<file path="src/rtl/if_id_queue.sv">
// IF->ID instruction queue: DEPTH-entry circular FIFO of {PC, Instruction} pairs
// with freeze back-pressure to IF and a one-cycle flush on a taken branch.
module if_id_queue #(
    parameter int DEPTH = 4,
    parameter int WIDTH = 32
) (
    input  logic                     clk,
    input  logic                     rst,
    input  logic [WIDTH-1:0]         PC_in,
    input  logic [WIDTH-1:0]         Instruction_in,
    input  logic                     in_valid,
    input  logic                     Branch_taken,
    input  logic                     hazard,
    output logic                     freeze,
    output logic [WIDTH-1:0]         PC,
    output logic [WIDTH-1:0]         Instruction,
    output logic                     valid,
    output logic [$clog2(DEPTH):0]   count
);

    localparam int PTR_W = $clog2(DEPTH);
    localparam int CNT_W = PTR_W + 1;

    logic [WIDTH-1:0] pc_mem    [DEPTH];
    logic [WIDTH-1:0] instr_mem [DEPTH];

    logic [PTR_W-1:0] wr_ptr_q, wr_ptr_d;
    logic [PTR_W-1:0] rd_ptr_q, rd_ptr_d;
    logic [CNT_W-1:0] count_q,  count_d;

    logic empty, full, push, pop;

    assign empty = (count_q == '0);
    assign full  = (count_q == CNT_W'(DEPTH));
    // Full blocks push even when a pop happens, so freeze never depends on hazard.
    assign push  = in_valid && !full && !Branch_taken;
    assign pop   = !empty && !hazard && !Branch_taken;

    assign valid       = !empty;
    assign freeze      = full && !Branch_taken;
    assign count       = count_q;
    assign PC          = empty ? '0 : pc_mem[rd_ptr_q];
    assign Instruction = empty ? '0 : instr_mem[rd_ptr_q];

    always_comb begin
        wr_ptr_d = wr_ptr_q;
        rd_ptr_d = rd_ptr_q;
        count_d  = count_q;
        if (Branch_taken) begin
            wr_ptr_d = '0;
            rd_ptr_d = '0;
            count_d  = '0;
        end else begin
            if (push) wr_ptr_d = wr_ptr_q + PTR_W'(1);
            if (pop)  rd_ptr_d = rd_ptr_q + PTR_W'(1);
            unique case ({push, pop})
                2'b10:   count_d = count_q + CNT_W'(1);
                2'b01:   count_d = count_q - CNT_W'(1);
                default: count_d = count_q;
            endcase
        end
    end

    always_ff @(posedge clk or posedge rst) begin
        if (rst) begin
            wr_ptr_q <= '0;
            rd_ptr_q <= '0;
            count_q  <= '0;
        end else begin
            wr_ptr_q <= wr_ptr_d;
            rd_ptr_q <= rd_ptr_d;
            count_q  <= count_d;
        end
    end

    // Storage is intentionally not reset; empty masks stale contents.
    always_ff @(posedge clk) begin
        if (push) begin
            pc_mem[wr_ptr_q]    <= PC_in;
            instr_mem[wr_ptr_q] <= Instruction_in;
        end
    end

endmodule

</file>
<file path="config.mk">
export PLATFORM = sky130hd
export DESIGN_NAME = if_id_queue
export DESIGN_NICKNAME = d
export VERILOG_FILES = /design/src/rtl/if_id_queue.sv
export SDC_FILE = /design/constraint.sdc
export NUM_CORES = 1
export LEC_CHECK = 0
export BUFFER_PORTS_ARGS = -buffer_cell sky130_fd_sc_hd__buf_2
export CAP_MARGIN = 40
export CORE_UTILIZATION = 29
export CTS_CLUSTER_SIZE = 25
export DETAILED_ROUTE_END_ITERATION = 10
export PLACE_DENSITY = 0.53
export REMOVE_ABC_BUFFERS = 1
export SKIP_LAST_GASP = 1
export SYNTH_ARGS = -nofsm -noshare
export SYNTH_HDL_FRONTEND = slang
export SYNTH_SLANG_ARGS = --single-unit
</file>
<file path="constraint.sdc">
create_clock -name clk -period 5.7 [get_ports clk]
set_clock_uncertainty 0.05 [all_clocks]
set_input_delay 0.285 -clock clk [delete_from_list [all_inputs] [get_ports clk]]
set_output_delay 0.285 -clock clk [all_outputs]
set_load 0.03 [all_outputs]
</file>
# Word-level counts from Yosys, hierarchy flattened
# Memory sizes are Yosys's and may differ from the RTL's.
# Index checks and enable logic that the tools add are counted.
# W data, S select, Z words.
[totals]
ram_bits = 256
output_inout_bits = 69
word_cells = 35
n_memories = 2
in_bits = 69
regBits = 7
[op_classes]
n_mux = 10
add_sub_neg = 4
n_reduce_logical = 13
eq_ne = 3
[mem_list]
columns = ["name", "words", "word_bits", "rd", "rd_ports_with_merged_regs", "write_ports", "line_no", "source"]
rows = [
  ["instr_mem", 4, 32, 1, 0, 1, "25", "logic [WIDTH-1:0] instr_mem [DEPTH];"],
  ["pc_mem", 4, 32, 1, 0, 1, "24", "logic [WIDTH-1:0] pc_mem [DEPTH];"],
]
[op_table]
columns = ["operator", "n"]
rows = [
  ["$mux W32", 2],
  ["$mux W2", 4],
  ["$pmux W3 S2", 1],
  ["$logic_and A1 B1 Y1", 5],
  ["$add A2 B1 Y2 const B", 2],
  ["$logic_not A1 Y1", 4],
  ["$reduce_bool A2 Y1", 2],
  ["$add A3 B1 Y3 const B", 1],
  ["$eq A3 B3 Y1 const B", 1],
  ["$logic_not A3 Y1", 1],
  ["$mux W3", 1],
  ["$reduce_bool A3 Y1", 1],
  ["$sub A3 B1 Y3 const B", 1],
  ["$eq A2 B1 Y1 const B", 1],
  ["$eq A2 B2 Y1 const B", 1],
  ["$mux W1", 2],
]

# Longest topological paths before layout
# Gate-level depths: netlist of the first run.
[depth]
word_depth = 7
mapped_depth = 8
ltp_nobuf = 7

# Worst setup path before layout of the first run
# OpenSTA, ideal clock, no wires.
[synth_timing]
path_kind = "reg2reg"
startpoint = "register count_q[0] (netlist: count[0])"
endpoint = "memory instr_mem[0][0] (enable)"
period_less_slack_ns = 3.184
setup_slack_ns = 2.516
path_buffers = 1
required_time_ns = 5.221
setup_ns = 0.429
path_stages_with_launch = 6
arrival_time_ns = 2.705
path_cell_list = "dfrtp_1 > clkbuf_2 > or3b_1 > nand2_1 > nor2_1 > and2_1"
[synth_via]
elab_chain_len = 6
[synth_rtl]
columns = ["item", "line_no", "source"]
rows = [
  ["from (decl)", "29", "logic [CNT_W-1:0] count_q, count_d;"],
  ["from (signal assigned)", "72", "count_q <= count_d;"],
  ["$eq A3 B3 Y1", "34", "assign full = (count_q == CNT_W'(DEPTH));"],
  ["$logic_not A1 Y1", "36", "assign push = in_valid && !full && !Branch_taken;"],
  ["$logic_and A1 B1 Y1 (2 in a row)", "36", ""],
  ["$mux W1", "78", "if (push) begin"],
  ["$mux W1 (not written as such)", "80", "instr_mem[wr_ptr_q] <= Instruction_in;"],
  ["to (decl)", "25", ""],
]
# Every way passes these cells.

# Final worst setup path of the first run
[layout_timing]
startpoint = "register rd_ptr_q[0]"
endpoint = "output port Instruction[28]"
[layout_via]
elab_chain_len = 2
[layout_rtl]
columns = ["item", "line_no", "source"]
rows = [
  ["from (decl)", "28", "logic [PTR_W-1:0] rd_ptr_q, rd_ptr_d;"],
  ["from (signal assigned)", "71", "rd_ptr_q <= rd_ptr_d;"],
  ["$mem_v2 Z4 W32", "-", ""],
  ["$mux W32", "43", "assign Instruction = empty ? '0 : instr_mem[rd_ptr_q];"],
  ["to (decl)", "16", "output logic [WIDTH-1:0] Instruction,"],
]
# Every way passes these cells.

==> results of run 1 <==
[tightest hold or removal path, cell delays in order]
cell and delay (ns):
buf_2 0.17, nand3_1 0.09, a21oi_1 0.06
[cell type report]
type	instances	area, µm²
inverter	8	30.03
tap	455	569.3
clock buffer	34	744.5
timing repair buffer	210	1489
multi-input combinational	178	2182
fill	3226	21590
clock inverter	20	150.1
sequential	263	7870
[cells by family after synthesis]
logic type / after synthesis / synth area share [%]
flip-flops: 263 / 76.67
AND/OR/NAND/NOR: 88 / 5.149
multiplexers: 64 / 14.06
buffers and inverters: 34 / 2.147
AO/OA/AOI/OAI: 18 / 1.037
adder cells (fa/ha/maj): 5 / 0.6833
XOR/XNOR: 3 / 0.2563
[path summary, 6_finish.rpt]
| path | depth (start not counted) | slack (ns) | end |
|---|---|---|---|
| setup / recovery | 4 | 2.26 | Instruction[28] |
| hold / removal | 3 | 0.06 | wr_ptr_q[1] |
| setup reg to reg | 5 | 3.27 | instr_mem[0][8] |
| hold reg to reg | 2 | 0.53 | wr_ptr_q[1] |
| max in group asynchronous | 3 | 5.15 | rd_ptr_q[1] |
| min in group asynchronous | 3 | 0.18 | count[0] |
[repair_timing]
action	in CTS	in global routing
hold buffers	66	0
hold endpoints to repair	270	0
gates resized for setup	0	0
[through the flow]
step                cell area [µm²]  util (%)  hold WS [ns]  power, mW  setup WS [ns]
finish                        13040     37.64       0.05676      5.316          2.264
global placement              11340     32.76        0.1808      3.568          2.706
floorplan                     10060         -       0.03840      3.192          1.863
global route                  13040     37.64       0.03179      5.564          1.960
detailed placement            11480     33.15        0.1965      3.608          2.709
CTS                           13040     37.64       0.01630      5.419          2.107
[flip-flops by register name, indices dropped and copies added, names as in the netlist]
| signal | flops |
|---|---|
| instr_mem | 128 |
| pc_mem | 128 |
| count | 3 |
| rd_ptr_q | 2 |
| wr_ptr_q | 2 |
[layer usage]
| metal | GRT usage (%) | up-vias |
|---|---|---|
| li1 | - | 2349 |
| met5 | 0 | - |
| met4 | 3.009 | 0 |
| met3 | 2.251 | 31 |
| met2 | 20.58 | 134 |
| met1 | 14.45 | 2704 |
[cell usage in the layout, fill, tap and decap left out, drive strengths merged, types with 2 or more instances in the layout]
master / netlist / layout
a21oi: 9 / 9
clkbuf: 10 / 34
bufinv: 0 / 2
and2: 68 / 68
clkinvlp: 0 / 2
dfrtp: 7 / 7
nand3: 2 / 2
mux4: 64 / 64
inv: 8 / 9
edfxtp: 256 / 256
nor3: 2 / 2
o21ai: 3 / 3
ha: 4 / 4
clkinv: 0 / 15
nor2: 7 / 7
buf: 16 / 144
xnor2: 2 / 2
dlygate4sd3: 0 / 66
nand2: 4 / 4
[power breakdown]
group	internal [mW]	switching, mW
combinational	0.487	0.775
clock	1.02	0.725
sequential	2.22	0.0853
total	3.73	1.59
==> results.yml, run 1 <==
route:
  wl_um: 20740
  via_count: 5218
  wl_met2_um: 10540
  top_layer: "met4"
  drc: 0
  routed-wl-met3_um: 925
  vias_per_cell: 4.467
  postRouteAntennaNets: 0
  drtIter0Drc: 200
  first_pass_iters: 4
  wl_per_cell_um: 17.76
  wl_met1_um: 8792
sta:
  setup_viol: 0
  hold_violations: 0
  period_needed_ns: 3.436
  tightestPinTransition_ns: 0.7823
  drv_slew: 0
  fmax_mhz: 291.1
  fin_tns_setup_ns: 0
  rsz0062_at_grt: "false"
  period_share_pct: 60.28
  slew_headroom_pct: 47.84
logic_synthesis:
  syn_inst: 475
  syn_area_um2: 10250
  synth_top_cells_by_count: "edfxtp_1, and2_1, mux4_2"
  synth_cell_types: 33
  ys_ff_latch: 263
  yosysSeqAreaShare_pct: 76.67
  yosysTopAreaCell: "edfxtp_1"
  synth_ff_type: "edfxtp_1"
  synthArstFlopShare_pct: 2.662
  yosysMostFrequentCell: "edfxtp_1"
  synth_edf_count: 256
  synth_area_leaders: "edfxtp_1, mux4_2, and2_1"
  synth_top_area_share_pct: 74.96
  yosys_warnings: 0
  avgSynthCellArea_um2: 21.59
setup_path:
  required_ns: 5.37
  startpoint_type: "register"
  cp_num_buf_inv: 2
  cpPeakStageDelay_ns: 0.94
  r2r-start: "count[0]"
  critPathSlowestCell: "dfrtp_4"
  path_cells: "buf_4 > mux4_2 > and2_1 > buf_2"
  crit_arrival_ns: 3.10
  path_class: "reg2out"
  crit_path_max_fanout: 39
  cp-end-kind: "primary output"
  critPathTopFamily: "flip-flops"
  worstSetupStartpoint: "rd_ptr_q[0]"
global_routing:
  grt_first_pass_wirelength_um: 32330
  overflow: 0
  grt_max_degree: 42
  antenna_found_initial: 1
  grt_pass1_vias: 5685
  grt.total_usage_pct: 11.62
layout:
  antenna_cells: 0
  syn_to_final_growth_pct: 27.11
  nets: 764
  drive_gt1_share_pct: 36.33
  final_cells: 1168
clock_network:
  cts_buffers: 29
  clock_sinks: 263
  cts_tree: "built"
  clkSlewWorstSetupHoldPaths_ns: 0.06
  clock_latency_ns: 0.54
  cts.path.max_buffers: 3
  postCtsSetupBuffers: 0
  h-tree-depth: 1
  cts_root_buf: "clkbuf_16"
placement:
  dp.cells: 1048
  hpwl_um: 12630
  gp_congestion: 0.6559
  portBuffers: 137
die:
  die-area_um2: 36120
  die_width_um: 190.0
  std_cell_rows: 68
  core_area_um2: 34630
  io_pins: 138
  start_util_pct: 29.61
  chipHeight_um: 190.0
run:
  max_cap_violations: 0
power_and_ir_drop:
  power_leakage_nw: 4.472
  peakVddDrop_uv: 248.3
  power.density_nw_per_um2: 407.9
outcome:
  run_status: "completed"
worst_hold_path:
  min_path_type: "in2reg"
  hold_path.startpoint: "in_valid"
Note: power is estimated with default switching activity, not from simulation.
==> run 2: changes to the inputs <==
Settings changed: PLACE_DENSITY 0.53 to 0.54.
Clock period 5.7 ns to 2.82 ns, I/O delays scaled along.
==> results.yml, run 2 (synthesis results as in run 1) <==
setup_path:
  required_ns: 2.63
  critPathCapture: "Instruction[8]"
  critPathSlowestCell: "dfrtp_1"
  reg2reg_slack_ns: 0.50
  cpPeakStageDelay_ns: 0.56
  r2r-start: "count[0]"
  cp-end-kind: "primary output"
  path_cells: "nor3_2 > inv_2 > buf_12 > and2_1 > buf_2"
  worstSetupStartpoint: "count[0]"
  crit_path_max_fanout: 35
  crit_arrival_ns: 2.40
  startpoint_type: "register"
  r2r_cells: 5
  r2r-end: "instr_mem[1][16]"
  path_class: "reg2out"
layout:
  nets: 775
  antenna_cells: 0
  drive_gt1_share_pct: 36.48
  layout_commonest_cell: "edfxtp_1"
  final_cell_mix: "edfxtp_1, buf_2, dlygate4sd3_1, mux4_2, and2_1"
  syn_to_final_growth_pct: 28.17
  fill_cells: 3184
  final_util_pct: 37.96
route:
  via_count: 5273
  vias_per_cell: 4.484
  drc: 0
  wl_um: 22160
  drtIter0Drc: 264
  first_pass_iters: 4
  postRouteAntennaNets: 0
  wl_per_cell_um: 18.84
sta:
  tightestPinTransition_ns: 0.5755
  fin_tns_setup_ns: 0
  period_needed_ns: 2.593
  worst_slack_ns: 0.2265
  slew_headroom_pct: 61.58
  hold_violations: 0
  period_share_pct: 91.97
  rsz0062_at_grt: "false"
  setup_viol: 0
  fmax_mhz: 385.6
  drv_slew: 0
placement:
  hpwl_um: 13920
  portBuffers: 137
  gp_congestion: 0.6733
  dp_slack_ns: 0.4506
run:
  max_cap_violations: 0
power_and_ir_drop:
  peakVddDrop_uv: 493.5
  power_leakage_nw: 4.519
  power.density_nw_per_um2: 810.8
  power_mw: 10.66
clock_network:
  cts_root_buf: "clkbuf_16"
  clkSlewWorstSetupHoldPaths_ns: 0.06
  h-tree-depth: 1
  postCtsResizedCells: 0
  clock_latency_ns: 0.52
  clock_sinks: 263
  cts_buffers: 27
  cts_tree: "built"
  cts.path.max_buffers: 3
global_routing:
  grt_pass1_vias: 5783
  antenna_found_initial: 0
  grt.total_usage_pct: 12.32
  grt_max_degree: 41
  grt_first_pass_wirelength_um: 33580
  overflow: 0
worst_hold_path:
  min_path_type: "in2async"
die:
  die_width_um: 190.0
  std_cell_rows: 68
  start_util_pct: 29.61
  chipHeight_um: 190.0
  die-area_um2: 36120
  core_area_um2: 34630
  io_pins: 138
outcome:
  run_status: "completed"
[run 2: cell count changes in the layout (fill, tap and decap cells not counted), sizes merged]
cell and change:
inv -1, clkinv -2, buf +11, clkbuf -1, dlygate4sd3 +2, clkinvlp -1
[run 2: layout make-up]
class | instances | area [µm²] | area share, %
flip-flops and latches | 263 | 7870 | 59.88
clock buffers | 33 | 698.2 | 5.312
repair buffers | 223 | 1672 | 12.72
inverters | 8 | 30.03 | 0.2285
multi-input cells | 178 | 2182 | 16.60
well taps | 455 | 569.3 | 4.331
clock inverters | 16 | 122.6 | 0.9329
[run 2: worst max-delay path: cells and delay by family, from the launching register on]
kind,cells,cell delay [ns]
flip-flops,1,0.56
AND/OR/NAND/NOR,2,0.34
buffers and inverters,3,0.94
[run 2: where the power goes]
group	internal (mW)	switching, mW
Clock	1.93	1.37
Sequential	4.50	0.125
Combinational	1.06	1.68
Total	7.48	3.18
[run 2: what timing repair did]
| item | 4_1_cts | 5_1_grt |
|---|---|---|
| hold buffers | 68 | 0 |
| endpoints found under the hold margin | 270 | 0 |
| buffers inserted | 0 | 1 |
| endpoints found under the setup margin | 0 | 2 |
[run 2: per-layer routing]
metal	vias to the layer above	GRT usage (%)	share of wire, %
met5	-	0	0
met4	0	3.319	2.4
met3	36	2.121	4.6
met2	134	22.25	52
met1	2737	15.08	41
li1	2366	-	-
[run 2: through the flow]
stage                     hold WS, ns  instances  cell area, µm²
after floorplan               -0.1056        449           10060
after global placement        0.05477       1058           11610
after detailed placement      0.06016       1058           11610
after CTS                     0.05329       1175           13120
after global routing          0.07295       1176           13140
final                         0.05801       1176           13140
[run 2: how the worst min path moves through the flow]
stage	from	end	slack, ns	cells past startpoint
2_1_floorplan	rst	count[0]	-0.11	1
6_report	rst	rd_ptr_q[1]	0.06	3
4_1_cts	rst	rd_ptr_q[1]	0.05	3
3_3_place_gp	rst	wr_ptr_q[1]	0.05	2
3_5_place_dp	rst	count[0]	0.06	2
5_1_grt	rst	wr_ptr_q[1]	0.07	3
